--- config.mk ---
export PLATFORM = sky130hd
export DESIGN_NAME = cpu_bus_sequencer
export DESIGN_NICKNAME = d
export VERILOG_FILES = /design/src/rtl/cpu_bus_pkg.sv /design/src/rtl/bus_watchdog.sv /design/src/rtl/cpu_bus_sequencer.sv
export SDC_FILE = /design/constraint.sdc
export NUM_CORES = 1
export LEC_CHECK = 0
export ABC_AREA = 0
export CAP_MARGIN = 10
export CORE_MARGIN = 3
export CORE_UTILIZATION = 55
export DETAILED_ROUTE_END_ITERATION = 10
export GPL_TIMING_DRIVEN = 0
export PLACE_DENSITY_LB_ADDON = 0.12
export SETUP_SLACK_MARGIN = 0.05
export SLEW_MARGIN = 20
export SYNTH_ARGS = -nofsm -noshare
export SYNTH_HDL_FRONTEND = slang
export SYNTH_SLANG_ARGS = --single-unit
--- constraint.sdc ---
create_clock -name i_clk -period 5.09 [get_ports i_clk]
set_input_delay 0.509 -clock i_clk [delete_from_list [all_inputs] [get_ports i_clk]]
set_output_delay 0.509 -clock i_clk [all_outputs]
set_load 0.05 [all_outputs]
--- src/rtl/cpu_bus_pkg.sv ---
`default_nettype none
// ============================================================================
//  Module   : cpu_bus_pkg
//  Purpose  : Shared types and constants for the CPU multi-beat bus sequencer.
//             state_t    - sequencer FSM states (IDLE / STROBE / GAP)
//             DIR_ASC    - beat k at base address + k
//             DIR_DESC   - beat k at base address - k (stack pushes)
//             beat_cnt_t - beat index / beat count type (covers up to 255 beats)
//  Revision : 1.0 - initial release
// ============================================================================
package cpu_bus_pkg;

  typedef enum logic [1:0] {
    ST_IDLE   = 2'd0,
    ST_STROBE = 2'd1,
    ST_GAP    = 2'd2
  } state_t;

  localparam logic DIR_ASC  = 1'b0;
  localparam logic DIR_DESC = 1'b1;

  typedef logic [7:0] beat_cnt_t;

endpackage
`default_nettype wire

--- src/rtl/bus_watchdog.sv ---
`default_nettype none
// ============================================================================
//  Module   : bus_watchdog
//  Purpose  : Per-beat wait-state counter. Counts edges with enable=1 and
//             flags the edge on which the count reaches TIMEOUT.
//  Ports    : clk     in  clock
//             rst     in  synchronous active-high reset
//             clear   in  zero the count (takes priority over enable)
//             enable  in  count this edge as a wait cycle
//             expired out this enabled edge is the TIMEOUT-th wait edge
//  Params   : TIMEOUT - wait edges before expiry; 0 disables expiry
//  Revision : 1.0 - initial release
// ============================================================================
module bus_watchdog #(
  parameter int TIMEOUT = 255
) (
  input  logic clk,
  input  logic rst,
  input  logic clear,
  input  logic enable,
  output logic expired
);

  localparam int CNT_W = (TIMEOUT < 2) ? 1 : $clog2(TIMEOUT + 1);

  logic [CNT_W-1:0] count;

  // Expiry is flagged combinationally on the edge that would bring the count
  // to TIMEOUT, so the sequencer can drop the strobe on that same edge.
  assign expired = (TIMEOUT != 0) && enable && (count == CNT_W'(TIMEOUT - 1));

  always_ff @(posedge clk) begin
    if (rst || clear) begin
      count <= '0;
    end else if (enable && !expired) begin
      count <= count + CNT_W'(1);
    end
  end

endmodule
`default_nettype wire

--- src/rtl/cpu_bus_sequencer.sv ---
`default_nettype none
// ============================================================================
//  Module   : cpu_bus_sequencer
//  Purpose  : Multi-beat bus master between the CPU core and the external bus.
//             One request of 1..MAX_BEATS beats walks addresses up or down,
//             holds the strobe through wait states, assembles read data and
//             aborts a beat that waits TIMEOUT cycles.
//  Ports    : i_clk, i_rst                 clock, synchronous active-high reset
//             i_req/i_we/i_desc/i_beats    request, write, descending, beat count
//             i_addr/i_wdata               beat-0 address, packed write beats
//             o_busy/o_done/o_timeout      status; done/timeout are 1-cycle pulses
//             o_rdata                      packed read beats (unread beats 0)
//             o_bus_clk/o_bus_we           bus strobe and write enable
//             o_bus_addr/o_bus_data        bus address and write data
//             i_bus_data/i_bus_data_ready  bus read data and ack
//  Revision : 1.0 - initial release
// ============================================================================
module cpu_bus_sequencer
  import cpu_bus_pkg::*;
#(
  parameter int ADDR_W    = 32,
  parameter int DATA_W    = 8,
  parameter int MAX_BEATS = 4,
  parameter int TIMEOUT   = 255
) (
  input  logic                          i_clk,
  input  logic                          i_rst,
  input  logic                          i_req,
  input  logic                          i_we,
  input  logic                          i_desc,
  input  logic [$clog2(MAX_BEATS):0]    i_beats,
  input  logic [ADDR_W-1:0]             i_addr,
  input  logic [MAX_BEATS*DATA_W-1:0]   i_wdata,
  output logic                          o_busy,
  output logic                          o_done,
  output logic                          o_timeout,
  output logic [MAX_BEATS*DATA_W-1:0]   o_rdata,
  output logic                          o_bus_clk,
  output logic                          o_bus_we,
  output logic [ADDR_W-1:0]             o_bus_addr,
  output logic [DATA_W-1:0]             o_bus_data,
  input  logic [DATA_W-1:0]             i_bus_data,
  input  logic                          i_bus_data_ready
);

  state_t                       state;
  beat_cnt_t                    beat_idx;
  beat_cnt_t                    beat_total;
  beat_cnt_t                    req_beats;
  logic                         dir;
  logic                         abort;
  logic [MAX_BEATS*DATA_W-1:0]  wdata;
  logic                         busy;
  logic                         done;
  logic                         timeout;
  logic [MAX_BEATS*DATA_W-1:0]  rdata;
  logic                         bus_clk;
  logic                         bus_we;
  logic [ADDR_W-1:0]            bus_addr;
  logic [DATA_W-1:0]            bus_data;
  logic                         wd_clear;
  logic                         wd_enable;
  logic                         wd_expired;

  // A zero count means one beat; oversize counts are clamped so the beat
  // index can never select outside the packed data buses.
  always_comb begin
    req_beats = beat_cnt_t'(i_beats);
    if (req_beats == '0) begin
      req_beats = beat_cnt_t'(1);
    end else if (req_beats > beat_cnt_t'(MAX_BEATS)) begin
      req_beats = beat_cnt_t'(MAX_BEATS);
    end
  end

  // The wait counter only runs while the strobe is up and unanswered.
  assign wd_clear  = (state != ST_STROBE) || i_bus_data_ready;
  assign wd_enable = (state == ST_STROBE) && !i_bus_data_ready;

  bus_watchdog #(
    .TIMEOUT (TIMEOUT)
  ) u_watchdog (
    .clk     (i_clk),
    .rst     (i_rst),
    .clear   (wd_clear),
    .enable  (wd_enable),
    .expired (wd_expired)
  );

  always_ff @(posedge i_clk) begin
    if (i_rst) begin
      state      <= ST_IDLE;
      beat_idx   <= '0;
      beat_total <= '0;
      dir        <= DIR_ASC;
      abort      <= 1'b0;
      wdata      <= '0;
      busy       <= 1'b0;
      done       <= 1'b0;
      timeout    <= 1'b0;
      rdata      <= '0;
      bus_clk    <= 1'b0;
      bus_we     <= 1'b0;
      bus_addr   <= '0;
      bus_data   <= '0;
    end else begin
      done    <= 1'b0;
      timeout <= 1'b0;
      case (state)
        ST_IDLE: begin
          if (i_req) begin
            beat_idx   <= '0;
            beat_total <= req_beats;
            dir        <= i_desc;
            abort      <= 1'b0;
            wdata      <= i_wdata;
            rdata      <= '0;
            busy       <= 1'b1;
            bus_clk    <= 1'b1;
            bus_we     <= i_we;
            bus_addr   <= i_addr;
            bus_data   <= i_wdata[DATA_W-1:0];
            state      <= ST_STROBE;
          end
        end
        ST_STROBE: begin
          if (i_bus_data_ready) begin
            if (!bus_we) begin
              rdata[int'(beat_idx)*DATA_W +: DATA_W] <= i_bus_data;
            end
            bus_clk <= 1'b0;
            state   <= ST_GAP;
          end else if (wd_expired) begin
            bus_clk <= 1'b0;
            abort   <= 1'b1;
            state   <= ST_GAP;
          end
        end
        ST_GAP: begin
          if (!abort && (beat_idx + beat_cnt_t'(1) < beat_total)) begin
            beat_idx <= beat_idx + beat_cnt_t'(1);
            bus_addr <= (dir == DIR_DESC) ? bus_addr - ADDR_W'(1)
                                          : bus_addr + ADDR_W'(1);
            bus_data <= wdata[(int'(beat_idx) + 1)*DATA_W +: DATA_W];
            bus_clk  <= 1'b1;
            state    <= ST_STROBE;
          end else begin
            done    <= 1'b1;
            timeout <= abort;
            busy    <= 1'b0;
            state   <= ST_IDLE;
          end
        end
        default: begin
          state   <= ST_IDLE;
          busy    <= 1'b0;
          bus_clk <= 1'b0;
        end
      endcase
    end
  end

  assign o_busy     = busy;
  assign o_done     = done;
  assign o_timeout  = timeout;
  assign o_rdata    = rdata;
  assign o_bus_clk  = bus_clk;
  assign o_bus_we   = bus_we;
  assign o_bus_addr = bus_addr;
  assign o_bus_data = bus_data;

endmodule
`default_nettype wire
==> run metrics, run 1 <==
fraction of layout instances using a drive strength above 1=about 6.6%; smallest hold slack=451.7 ps; CP Launch Type=register; Hold Path Class=reg2reg; CP bufs+invs=5; buffer count from post-CTS setup fixing=0; leakage=0.003524 µW; area growth from synthesis to layout=32.96%; gpl congestion=0.9301; first-pass GRT wire length=between 30 and 40 mm; Yosys top cell area share=35.05%; master of the slowest instance on the critical path=buf_1; number of synthesized flops with an enable pin=0; internal power=1975 µW; die width=119.5 µm; CTS tree=built; worst skew pair latency=about 420 ps; FILL cells=952; vias in the first global route=7308; Critical Path Most Common Cell=ha_1; row count=40; slowest cell delay on critical path=540 ps; Die Span Y=around 120 µm; max-cap violations=0; Slew HR=between 30 and 40%; Switching Fraction=approximately a third; # setup viols final=0; # DRC=0; Post-synth ARST share=0%; WL per Instance=18.43 µm; synthesized cell area=between 7000 and 8000 µm²; largest net degree at the start of global routing=34; Synth area leader=dfxtp_1; clock power share=39.4%; CTS Sinks=around 120; Netlist cell types=79; clk_skew=approximately 12 ps; routed via count=7494; RSZ-0062 raised after global routing=false; die area=about 14000 µm²; post-cts gate resize count=0; sequential cell fraction of total power=36.6%; worst path arrival time=4340 ps; total global-route track usage=32.13%; Max Freq=246.1 MHz; Psw=964.2 µW; H-tree depth=4; Num CTS Buffers=17; detailed placement HPWL=16.36 mm; Seq/Total Area, Yosys=a little over a third; Overflow after GRT=0; diode count=0; crit-path leading delay family=buffers and inverters; final net count=between 1000 and 1500; outcome=finished clean; Synth Instances=890; Pre-antenna DRT Iters=6; overall power=2939 µW; crit path cell chain=buf_2, buf_1, inv_1, ha_1, ha_1, a21boi_0, o21ai_0, nand3_1, a2111oi_4, nor2_1, buf_4, clkbuf_1, a221oi_1, nor3_1; Setup TNS=0 ps; final hold vios=0; min Tclk post-route=4064 ps; initial antenna violation count=0; Longest Clk Path Bufs=2; DRT Wirelength=roughly 23 mm; core box area=12310 µm²; Via density=6.014; Post-CTS Hold Fix Bufs=0; endpoint type of the worst setup path=register; Mapped Nets=~1000; top area cells in the synthesized netlist=dfxtp_1, ha_1, nand2_1; Avg Cell Area, Syn=7.958 µm²; IO Pins=around 160; peak supply drop=243.1 µV; Power Density=312.1 nW/µm²; Worst Tran Pin Value=1006 ps; Synth Flop Type=dfxtp_1; Critical Path Fanout Max=10; Port Buffer Count=156; post-synthesis register bit count=124; count of warnings emitted by yosys=0; Final Cycle Share=around 80%; Slew Limit Fails=0; Comb pwr share=24.0%; post-route ant nets=0; Root Buffer=clkbuf_16; 1st-iter DRT viols=800; Starting Density=57.53%; Crit Path Category=reg2reg; Critical Path RT=5360 ps; CTS clock-pin slew for the worst setup and hold paths=~60 ps
[path summary, 6_finish.rpt]
path,from,end,slack (ps),cells after the start
worst max-delay path,beat_idx[1],o_bus_data[1],1030,14
worst min-delay path,o_rdata[18],o_rdata[18],450,2
worst max register to register,beat_idx[1],o_bus_data[1],1030,14
worst min register to register,o_rdata[18],o_rdata[18],450,2
[power by group through the flow]
| stage | clock network (µW) | logic [µW] | registers (µW) |
|---|---|---|---|
| floorplan | 0 | 320 | 1210 |
| global placement | 0 | 682 | 1090 |
| detailed placement | 0 | 691 | 1090 |
| CTS | 1160 | 697 | 1070 |
| global route | 1210 | 757 | 1080 |
| finish | 1160 | 705 | 1080 |
[stage by stage]
step                      instance area (µm²)  utilization (%)  instances  setup slack [ps]
after detailed placement                 8856            71.93       1214              1129
after floorplan                          7083                -        890              1983
after CTS                                9418            76.49       1246              1111
after global routing                     9418            76.49       1246             808.4
final                                    9418            76.49       1246              1026
after global placement                   8855            71.92       1214              1188
[cells by family (layout without fill, tap and decap cells)]
family | Yosys count | in the layout | synth area share (%)
and+or+nand+nor | 367 | 367 | 25.31
AOI/OAI and AO/OA | 249 | 249 | 23.87
DFF | 124 | 124 | 35.05
buffers and inverters | 80 | 268 | 4.805
adders and majority gates | 38 | 38 | 6.819
xor gates and xnor gates | 21 | 21 | 2.597
muxes | 11 | 11 | 1.555
[synthesized netlist by cell type (all sizes together) (5+ instances only)]
master  instances
dfxtp         124
nand2         121
nor2          103
a21oi          82
nor3           44
clkbuf         40
o21ai          38
ha             37
nand3          24
a22oi          23
inv            22
buf            18
a21o           16
a211oi         14
a311oi         12
and2           12
and3           11
mux2i          11
nand4          11
xnor2          11
xor2           10
a221oi          9
o21a            9
nor2b           8
o21bai          8
nor3b           6
a31oi           5
or3             5
[metal layers]
metal | part of all wire (%) | vias up | GRT usage (%)
met2 | 47 | 384 | 54.13
met5 | 0 | - | 0
met3 | 9.9 | 66 | 8.974
li1 | - | 3567 | -
met4 | 3.0 | 0 | 13.17
met1 | 40 | 3477 | 38.56
[worst min-delay path: stages (launching register included)]
cell and delay (ps):
dfxtp_1 310, nand2_1 50, a21oi_1 50
[area by class of cell]
class / instances / area [µm²] / area share, %
multi-input cells: 686 / 4260 / 45.24
flip-flops and latches: 124 / 2484 / 26.37
repair buffers: 156 / 1562 / 16.58
clock buffers: 20 / 446.7 / 4.743
plain buffers: 58 / 257.7 / 2.737
well taps: 168 / 210.2 / 2.232
clock inverters: 12 / 115.1 / 1.222
inverters: 22 / 82.58 / 0.8768
[registers in the layout (all words and copies together) (netlist names)]
register / flops
wdata: 24
o_timeout: 1
u_watchdog.count: 8
abort: 1
o_bus_clk: 1
dir: 1
state: 2
o_bus_we: 1
beat_total: 3
o_bus_addr: 32
o_busy: 1
beat_idx: 8
o_bus_data: 8
o_done: 1
o_rdata: 32
[layout by cell type, fill, tap and decap left out, drive strengths merged, types with 8 or more instances in the layout]
master	n
a211oi	14
a21o	16
a21oi	82
a221oi	9
a22oi	23
a311oi	12
and2	12
and3	11
buf	18
clkbuf	60
clkdlybuf4s50	156
dfxtp	124
ha	37
inv	24
mux2i	11
nand2	121
nand3	24
nand4	11
nor2	103
nor2b	8
nor3	44
o21a	9
o21ai	38
o21bai	8
xnor2	11
xor2	10
(Power assumes the default switching activity.)
==> inputs of run 2 (changes only) <==
--- a/config.mk
+++ b/config.mk
@@ -8,7 +8,7 @@
 export ABC_AREA = 0
 export CAP_MARGIN = 10
 export CORE_MARGIN = 3
-export CORE_UTILIZATION = 55
+export CORE_UTILIZATION = 51
 export DETAILED_ROUTE_END_ITERATION = 10
 export GPL_TIMING_DRIVEN = 0
 export PLACE_DENSITY_LB_ADDON = 0.12
==> constraint.sdc (replaced) <==
create_clock -name i_clk -period 3.9 [get_ports i_clk]
set_input_delay 0.39 -clock i_clk [delete_from_list [all_inputs] [get_ports i_clk]]
set_output_delay 0.39 -clock i_clk [all_outputs]
set_load 0.05 [all_outputs]
==> run 2 against run 1 <==
Via count shrank 1.6%. Largest cell class unchanged. Hold slack worse by 1.1 ps. Sequential power up 30%.
==> run metrics, run 2 (synthesized netlist as in run 1, its figures left out) <==
outcome=finished clean; CP Launch Type=register; placed cell count=approximately 1200; Critical Path RT=between 4000 and 5000 ps; final hold vios=0; Crit. Startpoint=beat_idx[1]; Hold Path Class=reg2reg; most common cell after layout, fill and taps aside=clkdlybuf4s50_1; FILL cells=1133; fraction of layout instances using a drive strength above 1=6.685%; met1 usage=37.26%; min Tclk post-route=between 3000 and 4000 ps; crit-path leading delay family=buffers and inverters; slowest cell delay on critical path=470 ps; CP bufs+invs=4; die area=about 15000 µm²; Critical Path Stages=13; row count=42; Via density=5.885; Root Buffer=clkbuf_16; CTS clock-pin slew for the worst setup and hold paths=60 ps; post-route ant nets=0; die width=about 120 µm; Placed Area=8866 µm²; met2 Usage GRT=48.02%; Overflow after GRT=0; Port Buffer Count=156; CTS tree=built; max-cap violations=0; CTS Sinks=124; Final Cycle Share=92.20%; first-pass GRT wire length=34.96 mm; IO Pins=158; routed via count=7374; reg2reg setup slack=300 ps; # DRC=0; Critical path destination=o_bus_data[1]; peak supply drop=roughly 310 µV; final worst setup slack=304.1 ps; leakage=between 0.003 and 0.004 µW; detailed placement HPWL=16.38 mm; most frequent cells in the layout=clkdlybuf4s50_1, dfxtp_1, nand2_1; 1st-iter DRT viols=between 500 and 600; total global-route track usage=29.50%; master of the slowest instance on the critical path=ha_1; design area=around 9400 µm²; final cell count without fillers=between 1000 and 1500; Worst Tran Pin Value=996.7 ps; Die Span Y=123.9 µm; Longest Clk Path Bufs=2; endpoint type of the worst setup path=register; # setup viols final=0; final net count=1183; worst path arrival time=just under 4000 ps; gr busiest metal=met2; H-tree depth=4; GRT met3 Usage=6.630%; Seq. cell area=2484 µm²; vias in the first global route=6859; largest net degree at the start of global routing=34; Slew Limit Fails=0; RSZ-0062 raised after global routing=false; gpl congestion=between 0.9 and 1; Critical Path Most Common Cell=ha_1; Pre-antenna DRT Iters=5; Starting Density=52.86%; Power Density=410.3 nW/µm²; Crit Path Category=reg2reg; WL per Instance=17.95 µm; Critical Path Fanout Max=15; initial antenna violation count=0; area of the multi-input gates=4260 µm²; Max Freq=278.1 MHz; post-cts gate resize count=0; FF-to-FF End=o_bus_data[1]; area growth from synthesis to layout=33.32%; FF-to-FF Start=beat_idx[1]; diode count=0; Slew HR=around 33%; R2R depth=13; core box area=~13000 µm²; clk_skew=between 9 and 10 ps; Num CTS Buffers=17; DRT Wirelength=approximately 22 mm; crit path cell chain=buf_2, inv_1, ha_1, ha_1, a21boi_0, o21ai_0, nand3_1, a2111oi_4, nor2_1, buf_4, clkbuf_1, a221oi_1, nor3_1; worst skew pair latency=430 ps; worst slack at placement=-61.47 ps
## run 2: changes by cell type in the layout (fill, tap and decap cells not counted)
cell / before / now
buf_1: 3 / 2
clkbuf_8: 1 / 3
clkinv_4: 4 / 3
inv_6: 2 / 3
clkbuf_1: 42 / 41
clkinv_2: 2 / 1
## run 2: how the worst min path moves through the flow
stage / startpoint / end / slack (ps) / cells after the start
floorplan: beat_total[1] / beat_total[1] / 430 / 2
global placement: o_rdata[18] / o_rdata[18] / 440 / 2
detailed placement: beat_total[1] / beat_total[1] / 440 / 2
CTS: beat_total[1] / beat_total[1] / 450 / 2
global route: wdata[30] / wdata[30] / 470 / 2
finish: beat_total[1] / beat_total[1] / 450 / 2
## run 2: where the power goes
group	leakage, µW	total (µW)	switching (µW)	internal (µW)
Sequential	0.00101	1400	62.2	1340
Combinational	0.00224	915	574	340
Clock	0.000277	1560	624	934
## run 2: worst reg2reg max path: cells and delay by family, from the launching register on
family	cells	cell delay, ps
AOI/OAI and AO/OA	4	990
adders and majority gates	2	770
buffers and inverters	4	1010
and+or+nand+nor	3	350
DFF	1	320
## run 2: stage by stage
| step | util [%] | power, µW | TNS (ps) | hold WS, ps |
|---|---|---|---|---|
| after global routing | 70.47 | 4030 | 0 | 469.8 |
| after detailed placement | 66.16 | 2330 | -205.1 | 444.5 |
| after floorplan | - | 2001 | 0 | 431.9 |
| final | 70.47 | 3874 | 0 | 450.6 |
| after CTS | 70.47 | 3882 | 0 | 450.7 |
| after global placement | 66.15 | 2320 | 0 | 438.7 |
## run 2: area by class of cell
type / count / share of cell area [%]
Buffer: 57 / 2.690
Clock buffer: 21 / 4.982
Inverter: 22 / 0.8745
Multi-Input combinational cell: 686 / 45.12
Tap cell: 176 / 2.332
Clock inverter: 11 / 1.166
Sequential cell: 124 / 26.30
Timing Repair Buffer: 156 / 16.54
## run 2: metal layers
| layer | wire, µm | share of wire [%] |
|---|---|---|
| met5 | 0 | 0 |
| met4 | 694 | 3.1 |
| met3 | 1713 | 7.6 |
| met2 | 10440 | 46 |
| met1 | 9644 | 43 |
## run 2: repair_timing
action | CTS | global route
setup buffers | 0 | 0
hold buffers | 0 | 0
endpoints found under the setup margin | 11 | 0
